## src/rtl/i2s_rx_mem_controller.sv

```systemverilog
// i2s_rx_mem_controller: capture-side memory controller.
// Takes stereo samples from the I2S reader over a four-phase request/ack
// handshake, packs each into {lr, 7'h00, data[23:0]} and writes the words into
// one half of a ping-pong FIFO. It acquires and releases buffers, and counts
// samples dropped while no buffer is available (saturating counter).
// Optional feature: define I2S_RX_FLUSH_TIMEOUT_EN to release a partially
// filled buffer after FLUSH_TIMEOUT idle clk cycles without a write.
module i2s_rx_mem_controller #(
  parameter int FLUSH_TIMEOUT  = 4096,
  parameter int OVERFLOW_WIDTH = 16
) (
  input  logic                      clk,
  input  logic                      rst,
  input  logic                      enable,
  input  logic                      clear_overflow,
  input  logic                      audio_data_request,
  input  logic [23:0]               audio_data,
  input  logic                      audio_lr_bit,
  output logic                      audio_data_ack,
  input  logic [1:0]                wfifo_ready,
  input  logic [23:0]               wfifo_size,
  output logic [1:0]                wfifo_activate,
  output logic                      wfifo_strobe,
  output logic [31:0]               wfifo_data,
  output logic [OVERFLOW_WIDTH-1:0] overflow_count,
  output logic                      busy
);

  typedef enum logic [1:0] {
    IDLE    = 2'd0,
    WRITE   = 2'd1,
    RELEASE = 2'd2
  } state_t;

  localparam logic [OVERFLOW_WIDTH-1:0] OVF_ONE = {{(OVERFLOW_WIDTH-1){1'b0}}, 1'b1};

  state_t                      state_reg, state_next;
  logic [23:0]                 count_reg, count_next;
  logic [1:0]                  activate_reg, activate_next;
  logic                        strobe_reg, strobe_next;
  logic [31:0]                 data_reg, data_next;
  logic                        ack_reg, ack_next;
  logic [OVERFLOW_WIDTH-1:0]   overflow_reg, overflow_next;

`ifdef I2S_RX_FLUSH_TIMEOUT_EN
  localparam int IDLE_W = $clog2(FLUSH_TIMEOUT + 1);
  localparam logic [IDLE_W-1:0] IDLE_LAST = IDLE_W'(FLUSH_TIMEOUT - 1);
  localparam logic [IDLE_W-1:0] IDLE_ONE  = IDLE_W'(1);
  logic [IDLE_W-1:0]           idle_reg, idle_next;
`endif

  // A request not yet acknowledged is the only thing that may be taken or dropped.
  logic        pending;
  logic [31:0] packed_word;
  assign pending     = audio_data_request && !ack_reg;
  assign packed_word = {audio_lr_bit, 7'h00, audio_data};

  // Next-state and registered-output logic for the buffer FSM and handshake.
  always_comb begin
    state_next    = state_reg;
    count_next    = count_reg;
    activate_next = activate_reg;
    strobe_next   = 1'b0;
    data_next     = data_reg;
    ack_next      = ack_reg;
    overflow_next = overflow_reg;
`ifdef I2S_RX_FLUSH_TIMEOUT_EN
    idle_next     = '0;
`endif

    // Ack drops one cycle after the reader lowers its request.
    if (ack_reg && !audio_data_request) begin
      ack_next = 1'b0;
    end

    case (state_reg)
      IDLE: begin
        if (wfifo_ready != 2'b00) begin
          // Buffer 0 wins when both are ready.
          activate_next = wfifo_ready[0] ? 2'b01 : 2'b10;
          count_next    = '0;
          state_next    = WRITE;
        end else if (pending) begin
          // No buffer: consume the sample anyway so the reader is not stalled.
          ack_next = 1'b1;
          if (!(&overflow_reg)) begin
            overflow_next = overflow_reg + OVF_ONE;
          end
        end
      end

      WRITE: begin
        if (count_reg >= wfifo_size) begin
          // Covers a zero-sized buffer: hand it straight back.
          state_next = RELEASE;
        end else if (pending) begin
          strobe_next = 1'b1;
          data_next   = packed_word;
          ack_next    = 1'b1;
          count_next  = count_reg + 24'd1;
          if (count_reg + 24'd1 == wfifo_size) begin
            state_next = RELEASE;
          end
`ifdef I2S_RX_FLUSH_TIMEOUT_EN
        end else if (count_reg != 24'd0) begin
          // Partial buffer with no traffic: flush it after the timeout.
          if (idle_reg == IDLE_LAST) begin
            state_next = RELEASE;
          end else begin
            idle_next = idle_reg + IDLE_ONE;
          end
`endif
        end
      end

      RELEASE: begin
        activate_next = 2'b00;
        state_next    = IDLE;
      end

      default: begin
        state_next = IDLE;
      end
    endcase

    // Disable releases whatever buffer is held and silences the handshake.
    if (!enable) begin
      state_next    = IDLE;
      activate_next = 2'b00;
      strobe_next   = 1'b0;
      ack_next      = 1'b0;
      count_next    = '0;
`ifdef I2S_RX_FLUSH_TIMEOUT_EN
      idle_next     = '0;
`endif
    end

    // Clear takes priority over a simultaneous drop increment.
    if (clear_overflow) begin
      overflow_next = '0;
    end
  end

  // State and output registers with synchronous active-low reset.
  always_ff @(posedge clk) begin
    if (!rst) begin
      state_reg    <= IDLE;
      count_reg    <= '0;
      activate_reg <= 2'b00;
      strobe_reg   <= 1'b0;
      data_reg     <= '0;
      ack_reg      <= 1'b0;
      overflow_reg <= '0;
    end else begin
      state_reg    <= state_next;
      count_reg    <= count_next;
      activate_reg <= activate_next;
      strobe_reg   <= strobe_next;
      data_reg     <= data_next;
      ack_reg      <= ack_next;
      overflow_reg <= overflow_next;
    end
  end

`ifdef I2S_RX_FLUSH_TIMEOUT_EN
  // Idle counter since the last strobe, only meaningful in WRITE.
  always_ff @(posedge clk) begin
    if (!rst) begin
      idle_reg <= '0;
    end else begin
      idle_reg <= idle_next;
    end
  end
`endif

  assign audio_data_ack = ack_reg;
  assign wfifo_activate = activate_reg;
  assign wfifo_strobe   = strobe_reg;
  assign wfifo_data     = data_reg;
  assign overflow_count = overflow_reg;
  assign busy           = (state_reg != IDLE);

endmodule

```

## config.mk

```make
export PLATFORM = sky130hd
export DESIGN_NAME = i2s_rx_mem_controller
export DESIGN_NICKNAME = d
export VERILOG_FILES = /design/src/rtl/i2s_rx_mem_controller.sv
export SDC_FILE = /design/constraint.sdc
export NUM_CORES = 1
export LEC_CHECK = 0
export BUFFER_PORTS_ARGS = -buffer_cell sky130_fd_sc_hd__buf_2
export CORE_ASPECT_RATIO = 2
export CORE_MARGIN = 2
export CORE_UTILIZATION = 40
export DETAILED_ROUTE_END_ITERATION = 10
export PLACE_DENSITY = 0.71
export SYNTH_ARGS = -nofsm -noshare
export SYNTH_HDL_FRONTEND = slang
export SYNTH_SLANG_ARGS = --single-unit
```

## constraint.sdc

```tcl
create_clock -name clk -period 4.2 [get_ports clk]
set_input_delay 0.21 -clock clk [delete_from_list [all_inputs] [get_ports clk]]
set_output_delay 0.21 -clock clk [all_outputs]
set_load 0.005 [all_outputs]
```

### After elaboration in Yosys (flattened, before gate mapping)

Cells that the tools add are included.

* input bits: 56
* output and inout bits: 53
* word-level logic and storage cells: 60
* register bits after elaboration: 71

* reductions and logical operators: 18
* $lt $le $gt $ge: 1
* equal/unequal tests: 8
* bitwise operators: 6
* multiplexer cells: 18
* add/subtract/negate cells: 2

Operators by type and width (number)
* 24-bit two-way mux: 3
* 24-bit one-hot mux with 2 select lines: 1
* 24-bit by 1-bit adder with 24-bit output, second input constant: 1
* 24-bit == test: 1
* 24-bit >= comparator: 1
* 16-bit by 1-bit adder with 16-bit output, second input constant: 1
* 16-bit AND reduction: 1
* 2-bit two-way mux: 6
* 2-bit one-hot mux with 2 select lines: 2
* 4-bit AND reduction: 2
* 2-bit nonzero test: 4
* 2-bit != test, second input constant: 3
* 3-bit != test, second input constant: 2
* 1-bit inverter: 6
* 3-bit AND reduction: 2
* 1-bit two-way mux: 5
* 2-bit AND reduction: 2
* 4-bit OR reduction: 1
* 2-bit by 1-bit == test with 1-bit output, second input constant: 1
* 2-bit == test, second input constant: 1
* 1-bit logical AND: 2
* 1-bit logical NOT: 2
* 2-bit logical NOT: 1
* 1-bit one-hot mux with 2 select lines: 1
* 2-bit OR reduction: 1

### Logic depth before layout (Yosys ltp)

Gate-level depths: netlist (run 1).

* depth after elaboration: 6
* mapped depth: 12
* gate-level depth less buffers: 11

### Least setup slack after synthesis (run 1)

Ideal clock, no wire load.

* path type: reg-to-reg
* from: reg count_reg[0]
* to: reg count_reg[23]
* required time: 4.078 ns
* path slack: 1.732 ns
* buffers on the path: 1
* arrival: 2.346 ns
* cell stages (with the launch flop): 13
* period minus slack after synthesis: 2.468 ns
* library setup time: 0.122 ns
* cells stage by stage: dfxtp_1 > inv_1 > ha_1 > nand2b_1 > a21o_1 > a31oi_1 > o41ai_2 > a21oi_2 > and3_1 > buf_4 > nand3_2 > inv_2 > a221o_1

* word-level cells in the longest chain between the ends: 4
* elaborated cells between the ends (all ways): 7
* those cells by class: add/sub (1); order compare (1); eq/ne (1); mux (3); reduce/logical (1)

RTL lines
* start: declaration: line 38 `logic [23:0] count_reg, count_next;`
* start signal: assignment: line 156 `count_reg <= count_next;`
* 24-bit by 1-bit adder with 24-bit output: line 100 `count_next = count_reg + 24'd1;`
* 24-bit two-way mux: line 96 `end else if (pending) begin`
* 24-bit two-way mux: line 93 `if (count_reg >= wfifo_size) begin`
* 24-bit one-hot mux with 2 select lines: line 76 `case (state_reg)`

Several ways; a longest one is shown, not always the timed one. The select of a mux whose other input is x is not followed.
A chain may end at the register's enable or synchronous reset.

### Worst setup path after layout (run 1)

* from: reg count_reg[21]
* to: reg count_reg[21]

Same word-level chain as after synthesis.

==> results.yml, run 1 <==
sta:
  min_period_over_period_pct: 78.0
  clock.fmax_ghz: 0.305
  worst_pin_slew_ps: 852
  setup_viol: 0
  final_max_slew_viol_count: 0
  slew_headroom_pct: 43.2
  rsz0062_at_grt: "false"
  setup_tns_ps: 0
  setup_ws_ps: 922
  hold_viol: 0
  fin_worst_skew_ps: 5.31
  fin_crit_ps: 3280
pwr:
  power_mw: 1.64
  p_sw_mw: 0.381
  p_leak_nw: 2.41
  power_density_mw_per_mm2: 300
  p_seq_share_pct: 42.1
  clkPwrFrac_pct: 48.8
  sw_frac_of_total_pct: 23.2
  comb_power_share_pct: 9.1
  internal_power_mw: 1.26
  max-vdd-ir-drop_mv: 0.234
critical_path:
  cp_max_fo: 14
  cp-start-kind: "flop"
  critPathSlowestCell: "dfxtp_1"
  worst-setup-path-type: "flop to flop"
  cp_data_arrival_time_ps: 3500
  cp_common_cell: "a21o_1"
  worstPathRequired_ps: 4420
  path_cells: "ha_1, a21o_1, a21o_1, a21oi_1, o221ai_1, a21oi_2, buf_4, o22ai_1, a221o_1"
  critPathCaptureType: "flop"
  max_stage_delay_ps: 550
floorplanning:
  start_util_pct: 41.0
  die_width_um: 80.1
  ios: 109
  row_count: 55
  die_area_mm2: 0.0125
  core_area_mm2: 0.0113
  die_h_um: 156
yosys:
  ys.warnings.count: 0
  ys_ff_latch: 71
  synth_commonest_cells: "nand2_1, dfxtp_1, nor2_1, inv_1, xnor2_1"
  syn-cell-area_mm2: 0.00463
  syn_inst: 587
  synth_cell_types: 63
  yosysTopAreaCellShare_pct: 30.7
  synth.largest_area_cell: "dfxtp_1"
  async_flop_share_pct: 0
  synth_edf_count: 0
  ys_top_cells_by_area: "dfxtp_1, nand2_1, ha_1"
  synth-seq-area-share_pct: 30.7
  synth_most_common_cell: "nand2_1"
  syn-mean-instance-area_um2: 7.89
  synth_ff_type: "dfxtp_1"
placed_design:
  place_ws_ps: 958
  hpwl_um: 10900
  io_buffers: 101
  routabilityCongestion: 0.926
  placed_area_mm2: 0.00517
flow_run:
  maxCapViolations: 0
detailed_routing:
  wl_met1_um: 4720
  drc: 0
  final_antenna_net_count: 0
  drt_iter0_markers: 312
  first_pass_iters: 5
  dr.max_layer_used: "met4"
  wl_met3_um: 784
  met2_length_um: 7400
  routed_wl_um: 13700
  num_vias: 4648
  wire_per_inst_um: 16.8
  viasPerCell: 5.69
global_route:
  grt_pass1_wl_um: 21800
  grt.overflow.total: 0
  grt_max_degree: 30
  first_global_vias: 4647
  antenna_found_initial: 0
  track_usage_pct: 22.4
clock_network:
  cts-hold-fix-buffers: 0
  cts_buffers: 9
  clockBufferDepth: 2
  cts_setup_buffers: 0
  post_cts_resized: 0
  cts_max_level: 3
  clock_sinks: 71
  root_buffer: "clkbuf_16"
  cts_tree: "yes"
  clkTransAtPathRegs_ps: 50
  clock_latency_ps: 340
layout:
  fin_area_mm2: 0.00548
  nets: 753
  antennaDiodeCount: 0
  largest_reg_flops: 25
  syn2layout_area_growth_pct: 18.4
  drive_gt1_share_pct: 21.0
hold_path:
  hold_path.class: "primary input to flop"
run_status:
  status: "complete, no violations"
-- per-layer routing --
metal  GRT usage [%]  vias up
met5               0        -
met2            41.7      180
li1                -     2232
met3            5.44       56
met1            20.6     2180
met4            14.7        0
-- layout make-up --
type | count | area, µm²
fill | 1147 | 5800
clock buffer | 9 | 225
tap | 142 | 178
timing repair buffer | 106 | 543
clock inverter | 6 | 86.3
multi-input combinational | 453 | 2920
sequential | 71 | 1420
inverter | 30 | 113
-- power groups by stage --
| stage | clock [mW] | sequential [mW] | combinational, mW |
|---|---|---|---|
| after detailed placement | 0 | 0.707 | 0.149 |
| after global placement | 0 | 0.706 | 0.145 |
| final | 0.802 | 0.692 | 0.150 |
| after floorplan | 0 | 0.706 | 0.0869 |
| after CTS | 0.818 | 0.692 | 0.150 |
| after global routing | 0.844 | 0.693 | 0.167 |
-- path summary, 6_finish.rpt --
check                 start             end  slack, ps  cells after the start
min reg2reg  wfifo_data[17]  wfifo_data[17]        450                      2
max reg2reg   count_reg[21]   count_reg[21]        920                      9
max           count_reg[21]   count_reg[21]        920                      9
min          audio_data[22]  wfifo_data[22]        110                      3
-- worst max-delay path, delay by kind of cell (launching register included) --
family                   cells  cell delay, ps
AO/OA/AOI/OAI                7            2010
adder cells (fa/ha/maj)      1             320
buffers and inverters        1             290
flip-flops                   1             550
-- logic make-up (layout without fill, tap and decap cells) --
kind of cell,count (synthesis),in the layout,share of synthesized area (%)
buffers and inverters,69,151,6.81
XOR/XNOR,43,43,8.13
AO/OA/AOI/OAI,126,126,18.8
AND/OR/NAND/NOR,247,247,27.6
other,1,7,0.0810
adder cells (fa/ha/maj),26,26,7.03
flip-flops,71,71,30.7
multiplexers,4,4,0.865
-- cell usage in the layout, fill, tap and decap left out, types with 3 or more instances in the layout --
| master | netlist | final |
|---|---|---|
| nand3_2 | 3 | 3 |
| a21boi_1 | 6 | 6 |
| nor4_1 | 5 | 5 |
| o2111ai_1 | 4 | 4 |
| xor2_1 | 16 | 16 |
| nand4_1 | 22 | 22 |
| clkbuf_16 | 0 | 9 |
| and3_1 | 7 | 7 |
| o211ai_1 | 4 | 4 |
| o31ai_1 | 3 | 3 |
| nor3_1 | 6 | 6 |
| mux2i_1 | 4 | 4 |
| nor2_1 | 38 | 38 |
| ha_1 | 26 | 26 |
| dfxtp_1 | 71 | 71 |
| a221o_1 | 3 | 3 |
| o21ai_0 | 26 | 26 |
| or3_1 | 11 | 11 |
| buf_2 | 14 | 101 |
| nand3_1 | 25 | 25 |
| nand2_1 | 96 | 96 |
| a21o_1 | 12 | 12 |
| buf_4 | 10 | 5 |
| and4_1 | 3 | 3 |
| a21boi_0 | 20 | 20 |
| inv_1 | 29 | 29 |
| conb_1 | 1 | 7 |
| nand2b_1 | 5 | 5 |
| nor2b_1 | 8 | 8 |
| a21oi_1 | 20 | 20 |
| a31oi_1 | 4 | 4 |
| or2_2 | 3 | 3 |
| xnor2_1 | 27 | 27 |
| a211oi_1 | 3 | 3 |
-- stage by stage --
stage / util (%) / cells / hold WS (ps)
finish: 48.6 / 817 / 112
global route: 48.6 / 817 / 121
floorplan: - / 593 / 345
CTS: 48.6 / 817 / 105
global placement: 45.8 / 802 / 442
detailed placement: 45.8 / 802 / 449
No activity file was read; power rests on OpenSTA's default activity.
==> run 2, diff against run 1 <==
- clock period: 4.2 -> 3.1 ns (I/O delays scaled with it)
==> run 2 against run 1 <==
Sequential power increased by 35%. First-iteration DRC count decreased by 33%. Global-route usage increased by 0.74 points. Clock power increased by 42%. Cell count grew 1.8%. Wire length grew 2.6%. Via count is 0.69% lower. Hold slack got worse by 54 ps. Flip-flop and latch count unchanged. Highest routed layer unchanged.
==> results.yml, run 2 (synthesis gave the netlist of run 1 again) <==
layout:
  most-common-layout-cells: "buf_2, nand2_1, dfxtp_1, nor2_1, inv_1"
  drive_gt1_share_pct: 23.0
  largest_reg_flops: 25
  syn2layout_area_growth_pct: 21.2
  seq_area_mm2: 0.00142
  antennaDiodeCount: 0
  instances_no_fill: 832
  layout_commonest_cell: "buf_2"
  fin_area_mm2: 0.00561
  nets: 767
  nFillCells: 1129
  multiInputGateArea_mm2: 0.00292
critical_path:
  critPathSlowestCell: "o41ai_1"
  max_stage_delay_ps: 480
  cp_data_arrival_time_ps: 3110
  worst-setup-path-type: "flop to flop"
  cp-startpoint: "count_reg[13]"
  reg2reg_depth: 10
  worstPathRequired_ps: 3280
  critPathCaptureType: "flop"
  path_cells: "ha_1, a21o_1, a21o_1, a21oi_1, o221ai_1, a21oi_2, buf_4, nand2_1, buf_4, o41ai_1"
  r2r_start: "count_reg[13]"
  cp-start-kind: "flop"
  cp_max_fo: 13
global_route:
  grt_max_degree: 30
  grt.overflow.total: 0
  antenna_found_initial: 0
  first_global_vias: 4745
  grt_pass1_wl_um: 22400
  track_usage_pct: 23.1
placed_design:
  io_buffers: 101
  dpl.cell_count: 816
  placed_area_mm2: 0.00528
  hpwl_um: 11200
  routabilityCongestion: 0.949
clock_network:
  clkTransAtPathRegs_ps: 60
  clock_sinks: 71
  cts_buffers: 9
  clock_latency_ps: 330
  root_buffer: "clkbuf_16"
  clockBufferDepth: 2
  cts_tree: "yes"
  cts-hold-fix-buffers: 0
  cts_max_level: 3
  cts_setup_buffers: 0
hold_path:
  hold_path.class: "primary input to flop"
  hp-start: "audio_data[22]"
  hold_depth: 3
sta:
  setup_tns_ps: 0
  setup_viol: 0
  hold_viol: 0
  slew_headroom_pct: 46.8
  rsz0062_at_grt: "false"
  clock.fmax_ghz: 0.342
  fin_worst_skew_ps: 8.57
  worst_pin_slew_ps: 795
  final_max_slew_viol_count: 0
  fin_crit_ps: 2930
  min_period_over_period_pct: 94.4
detailed_routing:
  first_pass_iters: 6
  wire_per_inst_um: 16.9
  viasPerCell: 5.55
  routed_wl_um: 14100
  drc: 0
  num_vias: 4616
  final_antenna_net_count: 0
  drt_iter0_markers: 209
pwr:
  power_mw: 2.29
  p_sw_mw: 0.557
  p_seq_share_pct: 40.9
  sw_frac_of_total_pct: 24.3
  max-vdd-ir-drop_mv: 0.347
  p_leak_nw: 2.49
  power_density_mw_per_mm2: 408
  internal_power_mw: 1.73
  clkPwrFrac_pct: 50.0
  comb_power_share_pct: 9.0
floorplanning:
  die_area_mm2: 0.0125
  ios: 109
  start_util_pct: 41.0
  row_count: 55
  die_width_um: 80.1
  core_area_mm2: 0.0113
  die_h_um: 156
run_status:
  status: "complete, no violations"
flow_run:
  maxCapViolations: 0
## run 2: changes by cell type in the layout (fill, tap and decap cells not counted)
| cell | change |
|---|---|
| clkinv_2 | -2 |
| buf_6 | +1 |
| buf_4 | +13 |
| clkinvlp_4 | -1 |
| clkinv_4 | +2 |
| inv_6 | +2 |
| dfxtp_1 | -2 |
| dfxtp_2 | +2 |
## run 2: final timing paths
kind,endpoint,slack [ps]
max,count_reg[10],170
min,wfifo_data[22],60
max reg2reg,count_reg[10],170
min reg2reg,wfifo_data[17],450
## run 2: cell type report
cell class | instances | share of cell area (%)
Timing Repair Buffer | 120 | 11.6
Clock buffer | 9 | 4.01
Clock inverter | 7 | 1.85
Sequential cell | 71 | 25.4
Inverter | 30 | 2.01
Multi-Input combinational cell | 453 | 52.0
Tap cell | 142 | 3.17
## run 2: repair_timing
| action | in CTS | in global routing |
|---|---|---|
| hold endpoints to repair | 0 | 0 |
| endpoints found under the setup margin | 0 | 26 |
| resized for setup | 0 | 3 |
## run 2: worst max-delay path, delay by kind of cell (launching register included)
kind                     cells  cell delay (ps)
AO/OA/AOI/OAI                6             1540
adder cells (fa/ha/maj)      1              280
buffers and inverters        2              410
flip-flops                   1              440
AND/OR/NAND/NOR              1               90
## run 2: metal layers
layer  GRT usage [%]  vias up  routed length [µm]
li1                -     2248                   -
met1            21.2     2123                4810
met2            44.9      187                7830
met3            4.17       58                 653
met4            13.9        0                 793
met5               0        -                   0
## run 2: metrics by stage
stage          hold WS, ps  utilization [%]  worst slack (ps)
2_1_floorplan          290                -               632
3_3_place_gp           398             46.8               200
3_5_place_dp           403             46.8               160
4_1_cts               53.9             49.7               111
5_1_grt               67.6             49.7              44.7
6_report              58.4             49.7               175
## run 2: power by group through the flow
stage                     Combinational, mW  Clock, mW  Sequential [mW]
after floorplan                       0.118          0            0.956
after global placement                0.200          0            0.956
after detailed placement              0.206          0            0.957
after CTS                             0.207       1.16            0.937
after global routing                  0.229       1.20            0.938
final                                 0.207       1.14            0.937
